$ cat src/rtl/user_rd_reg_pkg.sv
// Shared definitions for the JTAG user read register: FSM state encoding
// and the elaboration-time clog2 used to size the bit counter.
package user_rd_reg_pkg;

    typedef enum logic [1:0] {
        RD_IDLE = 2'd0,
        RD_CAPT = 2'd1,
        RD_SHFT = 2'd2,
        RD_CMPL = 2'd3
    } rd_state_t;

    function automatic int clog2(input int value);
        int r;
        r = 0;
        for (int v = value - 1; v > 0; v = v >> 1) begin
            r++;
        end
        return r;
    endfunction

endpackage

$ cat src/rtl/user_rd_reg.sv
// JTAG user read register: captures a fabric word, shifts it out LSB-first,
// and reports at Update-DR whether the host read the whole word.
module user_rd_reg
    import user_rd_reg_pkg::*;
#(
    parameter int width = 8,
    parameter logic [width-1:0] def_value = '0,
    localparam int CW = clog2(width + 1)
) (
    input  logic             TCK,
    input  logic             RST_N,
    input  logic             FSEL,
    input  logic             SEL,
    input  logic             TDI,
    input  logic             DSY_IN,
    input  logic             DSY_CHAIN,
    input  logic             CAPTURE,
    input  logic             SHIFT,
    input  logic             UPDATE,
    input  logic [width-1:0] PI,
    input  logic             PI_VLD,
    output logic             TDO,
    output logic             DSY_OUT,
    output logic [CW-1:0]    BIT_CNT,
    output logic             STALE,
    output logic             RD_ACK,
    output logic             RD_ABORT
);

    localparam logic [CW-1:0] CNT_MAX  = CW'(width);
    localparam logic [CW-1:0] CNT_LAST = CW'(width - 1);

    rd_state_t        state, state_nxt;
    logic [width-1:0] d;
    logic [CW-1:0]    bit_cnt;
    logic             stale;
    logic             act, din;
    logic             do_cap, do_shift, do_upd;
    logic             ack_nxt, abort_nxt;

    assign act      = SEL & (FSEL | DSY_CHAIN);
    assign din      = DSY_CHAIN ? DSY_IN : TDI;
    assign do_cap   = act & CAPTURE;
    assign do_shift = act & SHIFT & ~CAPTURE;
    assign do_upd   = act & UPDATE & ~CAPTURE & ~SHIFT;

    assign TDO     = FSEL & d[0];
    assign DSY_OUT = DSY_CHAIN & d[0];
    assign BIT_CNT = bit_cnt;
    assign STALE   = stale;

    always_comb begin
        state_nxt = state;
        ack_nxt   = 1'b0;
        abort_nxt = 1'b0;
        if (do_cap) begin
            state_nxt = RD_CAPT;
        end else if (do_shift) begin
            // A shift in IDLE or COMPLETE moves data only; the read state holds.
            case (state)
                RD_CAPT, RD_SHFT: state_nxt = (bit_cnt == CNT_LAST) ? RD_CMPL : RD_SHFT;
                default:          state_nxt = state;
            endcase
        end else if (do_upd) begin
            case (state)
                RD_CMPL: begin
                    state_nxt = RD_IDLE;
                    ack_nxt   = 1'b1;
                end
                RD_CAPT, RD_SHFT: begin
                    state_nxt = RD_IDLE;
                    abort_nxt = 1'b1;
                end
                default: state_nxt = RD_IDLE;
            endcase
        end
    end

    always_ff @(posedge TCK) begin
        if (!RST_N) begin
            state    <= RD_IDLE;
            d        <= def_value;
            bit_cnt  <= '0;
            stale    <= 1'b0;
            RD_ACK   <= 1'b0;
            RD_ABORT <= 1'b0;
        end else begin
            state    <= state_nxt;
            RD_ACK   <= ack_nxt;
            RD_ABORT <= abort_nxt;
            if (do_cap) begin
                d       <= PI;
                bit_cnt <= '0;
                stale   <= ~PI_VLD;
            end else if (do_shift) begin
                // Shifting continues past a full word so chained registers see pass-through data.
                d <= {din, d[width-1:1]};
                if (bit_cnt != CNT_MAX) begin
                    bit_cnt <= bit_cnt + CW'(1);
                end
            end
        end
    end

endmodule

$ cat config.mk
export PLATFORM = sky130hd
export DESIGN_NAME = user_rd_reg
export DESIGN_NICKNAME = d
export VERILOG_FILES = /design/src/rtl/user_rd_reg_pkg.sv /design/src/rtl/user_rd_reg.sv
export SDC_FILE = /design/constraint.sdc
export NUM_CORES = 1
export LEC_CHECK = 0
export ABC_AREA = 1
export CAP_MARGIN = 20
export CORE_MARGIN = 2
export CORE_UTILIZATION = 35
export DETAILED_ROUTE_END_ITERATION = 6
export SYNTH_ARGS = -nofsm -noshare
export SYNTH_HDL_FRONTEND = slang
export SYNTH_SLANG_ARGS = --single-unit
$ cat constraint.sdc
create_clock -name TCK -period 3.3 [get_ports TCK]
set_clock_uncertainty 0.15 [all_clocks]
set_input_delay 0.495 -clock TCK [delete_from_list [all_inputs] [get_ports TCK]]
set_output_delay 0.495 -clock TCK [all_outputs]
set_load 0.02 [all_outputs]
; Yosys cells after proc, flatten, opt, wreduce, memory -nomap -nowiden
; Index checks and enable logic that the tools add are counted.
[classes]
addsub = 1
eq_ne = 7
muxes = 10
bitwise_logic = 15
n_reduce_logical = 9
[ops]
columns = operator, count
row1 = 8-bit 2-to-1 mux, 2
row2 = 1-bit bitwise AND, 9
row3 = 2-bit 2-to-1 mux, 3
row4 = 2-bit AND reduction, 3
row5 = 1-bit 2-to-1 mux, 5
row6 = 1-bit NOT, 5
row7 = "4-bit by 1-bit adder with 4-bit output, second input constant", 1
row8 = "2-bit equality test, second input constant", 2
row9 = "4-bit by 3-bit equality test with 1-bit output, second input constant", 1
row10 = "4-bit != test, second input constant", 1
row11 = 2-bit nonzero test, 2
row12 = 2-bit OR reduction, 2
row13 = 4-bit OR reduction, 1
row14 = "3-bit by 2-bit != test with 1-bit output, second input constant", 1
row15 = 3-bit nonzero test, 1
row16 = "2-bit by 1-bit equality test with 1-bit output, second input constant", 1
row17 = "2-bit by 1-bit != test with 1-bit output, second input constant", 1
row18 = 1-bit bitwise OR, 1
[totals]
regBits = 17
output_inout_bits = 9
wordCells = 49

; Logic depth before layout (Yosys ltp)
; Gate-level depths: netlist of the first run.
[depth]
depth_word = 8
mapped_depth = 8
mapped_depth_nobuf = 8

; Least setup slack after synthesis of the first run
; OpenSTA, ideal clock, no wires.
[synth_path]
path_kind = reg2reg
startpoint = reg bit_cnt[0], in the netlist BIT_CNT[0]
endpoint = reg bit_cnt[2], in the netlist BIT_CNT[2]
setup_ps = 119
t_arrival_ps = 1115
required_time_ps = 3031
path_slack_ps = 1916
stages_incl_launch_ff = 7
synth_period_minus_slack_ps = 1384
cell_sequence = dfxtp_1 -> inv_1 -> ha_1 -> nand2_1 -> nand2_1 -> nand2_1 -> a21oi_1
[synth_via]
elab_chain_cells = 2
[synth_lines]
columns = element, line_no
row1 = from (decl), user_rd_reg.sv:35  ; logic [CW-1:0] bit_cnt;
row2 = from (signal assigned), user_rd_reg.sv:99  ; bit_cnt <= bit_cnt + CW'(1);
row3 = "parallel branches: the longest is 2 deep, another holds 4-bit by 1-bit adder with 4-bit output", -
; Parallel ways; which one is timed is not known.
; A chain may end at the register's enable or synchronous reset.

; Worst setup path in the final report of the first run
[layout_path]
startpoint = in DSY_CHAIN
endpoint = out DSY_OUT
[layout_via]
elab_chain_cells = 1
[layout_lines]
columns = element, line_no
row1 = from (decl), user_rd_reg.sv:16  ; input logic DSY_CHAIN,
row2 = 1-bit bitwise AND, user_rd_reg.sv:48  ; assign DSY_OUT = DSY_CHAIN & d[0];
row3 = to (decl), user_rd_reg.sv:23  ; output logic DSY_OUT,
; Every way passes these cells.

==> results of run 1 <==
## power groups by stage
stage / combinational [uW] / sequential [uW] / clock (uW)
after floorplan: 47.2 / 226 / 0
after global placement: 79.0 / 225 / 0
after detailed placement: 80.1 / 225 / 0
after CTS: 80.5 / 220 / 115
after global routing: 90.5 / 222 / 124
final: 79.8 / 220 / 111
## routing by layer
layer	routed length (um)	share of wire, %	vias up	track usage [%]
li1	-	-	486	-
met1	890	46	392	15.5
met2	942	49	17	24.8
met3	84	4.3	2	4.22
met4	15	0.78	0	2.44
met5	0	0	-	0
## worst max-delay path, cell delays in order
cell and delay (ps):
clkdlybuf4s50_1 520, nand2_1 70, inv_1 60, clkdlybuf4s50_1 590
## cell usage after synthesis, drive strengths merged
cell type	n
a21oi	12
and3	1
buf	2
dfxtp	17
ha	3
inv	24
nand2	42
nand3	11
nand4	2
nor2	7
nor3	1
nor3b	1
o21ai	11
xor2	1
## worst max-delay path by stage
stage                    start          to  cells past startpoint
floorplan           BIT_CNT[0]  BIT_CNT[2]                      6
detailed placement   DSY_CHAIN     DSY_OUT                      4
global route         DSY_CHAIN     DSY_OUT                      4
global placement     DSY_CHAIN     DSY_OUT                      4
CTS                  DSY_CHAIN     DSY_OUT                      4
finish               DSY_CHAIN     DSY_OUT                      4
## per-stage QoR
stage / cell area (um^2) / power [uW] / instances / util, % / hold slack (ps)
after global placement: 1200 / 304 / 190 / 48.2 / 306
after floorplan: 928 / 273 / 135 / - / 295
after detailed placement: 1200 / 305 / 190 / 48.2 / 324
final: 1230 / 411 / 194 / 49.2 / 342
after global routing: 1230 / 436 / 194 / 49.2 / 371
after CTS: 1230 / 416 / 194 / 49.2 / 344
## state kept, by name, indices dropped and copies added, names as in the netlist
signal and cells:
BIT_CNT 4, STALE 1, d 8, RD_ACK 1, state 2, RD_ABORT 1
## layout make-up
cell class	instances	area (um^2)	share of cell area (%)
repair buffers	27	270	22.0
clock buffers	4	26.3	2.13
multi-input cells	92	467	37.9
inverters	24	90.1	7.32
flip-flops and latches	17	340	27.6
well taps	30	37.5	3.05
## cells by family (layout without fill, tap and decap cells)
| group | count (synthesis) | count (layout) | share of synthesized area, % |
|---|---|---|---|
| xor+xnor | 1 | 1 | 0.944 |
| compound gates | 23 | 23 | 14.0 |
| buf+inv | 26 | 55 | 13.1 |
| simple gates | 65 | 65 | 31.3 |
| fa+ha+maj | 3 | 3 | 4.04 |
| flops | 17 | 17 | 36.7 |
## cell usage in the layout (no fill, tap or decap)
cell type,netlist,layout
nor2_4,1,1
a21oi_1,12,12
nand2_1,40,40
o21ai_2,4,4
nor3b_1,1,1
nor3_1,1,1
nand3_1,10,10
nor2_1,5,5
nand2_2,2,2
o21ai_0,7,7
inv_2,3,3
nand3_2,1,1
ha_1,3,3
inv_1,21,21
and3_1,1,1
xor2_1,1,1
clkbuf_1,0,1
nor2_2,1,1
clkdlybuf4s50_1,0,27
nand4_1,2,2
dfxtp_1,17,17
clkbuf_4,0,3
==> metrics, run 1 <==
Hold Fails Final Rpt 0; Net Sw Frac 26.9%; largest area contributor in the netlist dfxtp_1; FP Rows 18; Final min period 2390 ps; CTS sink cnt 17; GP Congestion 0.774; Nets 187; number of vias per cell 4.62; Seq pwr share 53.6%; Worst Hold Path Cells 2; crit path DAT 1740 ps; largest net degree at the start of global routing 12; hold path start state[1]; die width 55.5 um; Setup TNS 0 ps; vias in the first global route 819; DRC 0; share of layout cells above drive strength 1 9.15%; Initial Util 37.1%; Seq cells post-synth 17; post-route ant nets 0; Top Ports 28; initial antenna violation count 0; r2r endpoint BIT_CNT[1]; worst vdd ir 270 uV; max-cap violations 0; Critical Path RT 2650 ps; Iteration-0 DRC Markers 11; Synth cell types 21; Lkg Pwr 0.000571 uW; Min-Delay Endpoint state[1]; CTS buffer count 3; setup bufs post-CTS 0; Clk Tree Root Cell clkbuf_4; Clock Power Share 27.0%; later-pin clock latency in the skew report 280 ps; largest cells by area after synthesis dfxtp_1 (37%), nand2_1 (16%), inv_1 (8.5%); WL per Instance 9.96 um; internal power 300 uW; startpoint types input pin; Reg2Reg Depth 6; pre-CTS WS 910 ps; Die Span Y 55.5 um; Detail Placement HPWL 1.48 mm; TritonCTS clock tree done; Worst Setup End Kind primary output; WL final 1.93 mm; Crit Path Class in2out; Reg2Reg Setup Slack 1890 ps; htree depth 1; PortBufs 27; unrepaired setup endpoints after global routing false; cell count after synthesis 135; f_max 0.419 GHz; clock buffer depth 2; share of the synthesized area in the top cell type 36.7%; Final WS setup 913 ps; RR Startpoint BIT_CNT[0]; Final setup viols 0; Tcrit/Tclk final 72.3%; Psw 111 uW; Hold Crit Class reg2reg; die area 3080 um^2; hold buffers post-CTS 0; Ant. Diodes 0; Overall Global Routing Usage 13.6%; Post-Syn Nets 157; filler cell count 261; synthesized area per cell 6.88 um^2; Ys Warns 0; Pins Over Slew Limit 0; critical path peak fanout 4; mapped cell area 928 um^2; PD cells 334 nW/um^2; Seq/Total Area, Yosys 36.7%; Comb power frac 19.4%; Core ar. 2500 um^2; global route overflow 0; relative slew slack 68.3%; area grow syn2layout 32.6%; global-route wire length before repair 3.38 mm; Worst-Margin Slew 473 ps; status completed; clock-pin slew on the worst setup and hold paths 100 ps; post-CTS resize count 0; Via Count 897; Detailed Routing Iterations Pass 1 4
Power figures use the tool's default switching activity.
==> inputs of run 2 (changes only) <==
clock period = 2 ns   (was 3.3 ns; I/O delays follow)
==> run 2 against run 1 <==
  * Worst setup slack got worse by 830 ps
  * First-iteration DRC count is 55% higher
  * Sequential power rose by 65%
  * Die area stayed put
  * Core utilization is 0.75 points higher
  * Via count up 1.6%
  * Cell count is 1.0% higher
  * Sequential share of layout area decreased by 0.42 points
  * Worst hold slack lost 9.6 ps
  * Largest cell class unchanged
==> metrics, run 2 (same netlist as run 1, synthesis figures left out) <==
Detailed Routing Iterations Pass 1 4 (unchanged); vias in the first global route 832 (+1.6%); Hold Crit Class reg2reg; unrepaired setup endpoints after global routing false; status completed; filler cell count 262 (+0.38%); Tcrit/Tclk final 95.9%; Clock Power Share 27.3% (+0.3 points); Nets 189 (+1.1%); post-CTS resize count 0 (unchanged); critical-path cell list clkdlybuf4s50_1 -> nand2_1 -> inv_1 -> clkdlybuf4s50_1; die area 3080 um^2 (unchanged); Min-Delay Endpoint state[1]; Core ar. 2500 um^2 (unchanged); Register Area 340 um^2 (unchanged); f_max 0.521 GHz; WL met3 100 um (+19%); hold path start state[1]; Setup TNS 0 ps (unchanged); Final setup viols 0 (unchanged); post-route ant nets 0 (unchanged); Worst path max stage delay 590 ps (about the same); Psw 191 uW (+73%); Final min period 1920 ps; Top Ports 28 (unchanged); Crit Path Class in2out; RR Startpoint BIT_CNT[0]; Ant. Diodes 0 (unchanged); global route overflow 0 (unchanged); htree depth 1 (unchanged); max-cap violations 0 (unchanged); final core occ 50.0% (+0.75 points); largest net degree at the start of global routing 12 (unchanged); FP Rows 18 (unchanged); r2r endpoint BIT_CNT[0]; buffers and inverters on the worst path 3 (unchanged); DR WL met2 927 um (-1.6%); Detail Placement HPWL 1.52 mm (+2.8%); highest metal used met4; WL per Instance 9.81 um (-1.6%); worst vdd ir 408 uV (+51%); hold buffers post-CTS 0 (unchanged); Critical Path RT 1550 ps (-1100 ps); global-route wire length before repair 3.29 mm (-2.7%); Net Sw Frac 27.8% (+0.93 points); Multi-input gate area 467 um^2 (unchanged); TritonCTS clock tree done; Worst Setup End Kind primary output; Initial Util 37.1% (unchanged); max reg flops 8 (unchanged); WL final 1.92 mm (-0.57%); startpoint types input pin; PortBufs 27 (unchanged); die width 55.5 um (unchanged); clock-pin slew on the worst setup and hold paths 110 ps (about the same); most frequent CP cell clkdlybuf4s50_1; share of layout cells above drive strength 1 10.8% (+1.7 points); commonest non-fill, non-tap cell in the layout nand2_1; Reg2Reg Setup Slack 630 ps (-1260 ps); PD cells 549 nW/um^2 (+64%); M1 WL 860 um (-3.4%); internal power 495 uW (+65%); GP Congestion 0.807 (+4.3%); Overall Global Routing Usage 13.1% (-0.46 points); Worst Hold Path Cells 2 (unchanged); crit path DAT 1470 ps (-270 ps); CTS sink cnt 17 (unchanged); Via Count 911 (+1.6%); design area 1250 um^2 (+1.5%); Comb power frac 19.6% (+0.2 points); worst hold margin 333 ps (-9.62 ps); commonest cells after routing, fill and taps aside nand2_1 (40), clkdlybuf4s50_1 (26), inv_1 (21); Clk Tree Root Cell clkbuf_4; initial antenna violation count 0 (unchanged); Pins Over Slew Limit 0 (unchanged); placed cell areas 1220 um^2 (+1.2%); DRC 0 (unchanged); crit path max-delay cell type clkdlybuf4s50_1; critical path peak fanout 2 (-2); number of vias per cell 4.65 (+0.52%); Largest Register d; area grow syn2layout 34.6%; Pwr Total 686 uW (+67%); Worst-Margin Slew 231 ps (-243 ps); Seq pwr share 53.0% (-0.6 points); Die Span Y 55.5 um (unchanged); CTS buffer count 3 (unchanged); relative slew slack 84.6% (+16 points); Reg2Reg Depth 6 (unchanged); setup bufs post-CTS 0 (unchanged); Lkg Pwr 0.000601 uW (+5.3%); clock buffer depth 2 (unchanged); later-pin clock latency in the skew report 290 ps (about the same); Iteration-0 DRC Markers 17 (+6); Hold Fails Final Rpt 0 (unchanged); CP top delay family buffers and inverters
## run 2: how the worst max path moves through the flow
stage | from | endpoint | slack (ps) | cells after the start
6_report | DSY_CHAIN | DSY_OUT | 80 | 4
5_1_grt | DSY_CHAIN | DSY_OUT | 30 | 4
4_1_cts | FSEL | TDO | 50 | 4
3_5_place_dp | FSEL | TDO | 50 | 4
3_3_place_gp | FSEL | TDO | 70 | 4
2_1_floorplan | BIT_CNT[0] | BIT_CNT[2] | 620 | 6
## run 2: worst min-delay path, cell delays in order (launching register included)
cell and delay [ps]:
dfxtp_1 330, nand2_1 60, a21oi_1 50
## run 2: cell type report
cell class | instances | share of cell area, %
flip-flops and latches | 17 | 27.2
multi-input cells | 92 | 37.3
well taps | 30 | 3.00
clock inverters | 1 | 0.400
clock buffers | 3 | 1.80
inverters | 24 | 7.21
repair buffers | 29 | 23.0
## run 2: stage by stage
| stage | setup slack (ps) | instances |
|---|---|---|
| 5_1_grt | 30.0 | 196 |
| 3_5_place_dp | 47.5 | 192 |
| 3_3_place_gp | 65.6 | 192 |
| 4_1_cts | 45.4 | 196 |
| 6_report | 81.2 | 196 |
| 2_1_floorplan | 616 | 135 |
## run 2: layer usage
| metal | vias up | GRT usage [%] |
|---|---|---|
| met3 | 4 | 4.92 |
| met1 | 395 | 14.9 |
| met2 | 23 | 23.1 |
| li1 | 489 | - |
| met4 | 0 | 3.14 |
| met5 | - | 0 |
## run 2: power by group through the flow
stage / combinational, uW / clock, uW / sequential [uW]
floorplan: 77.8 / 0 / 372
global placement: 133 / 0 / 371
detailed placement: 135 / 0 / 372
CTS: 136 / 194 / 364
global route: 152 / 208 / 366
finish: 135 / 188 / 364
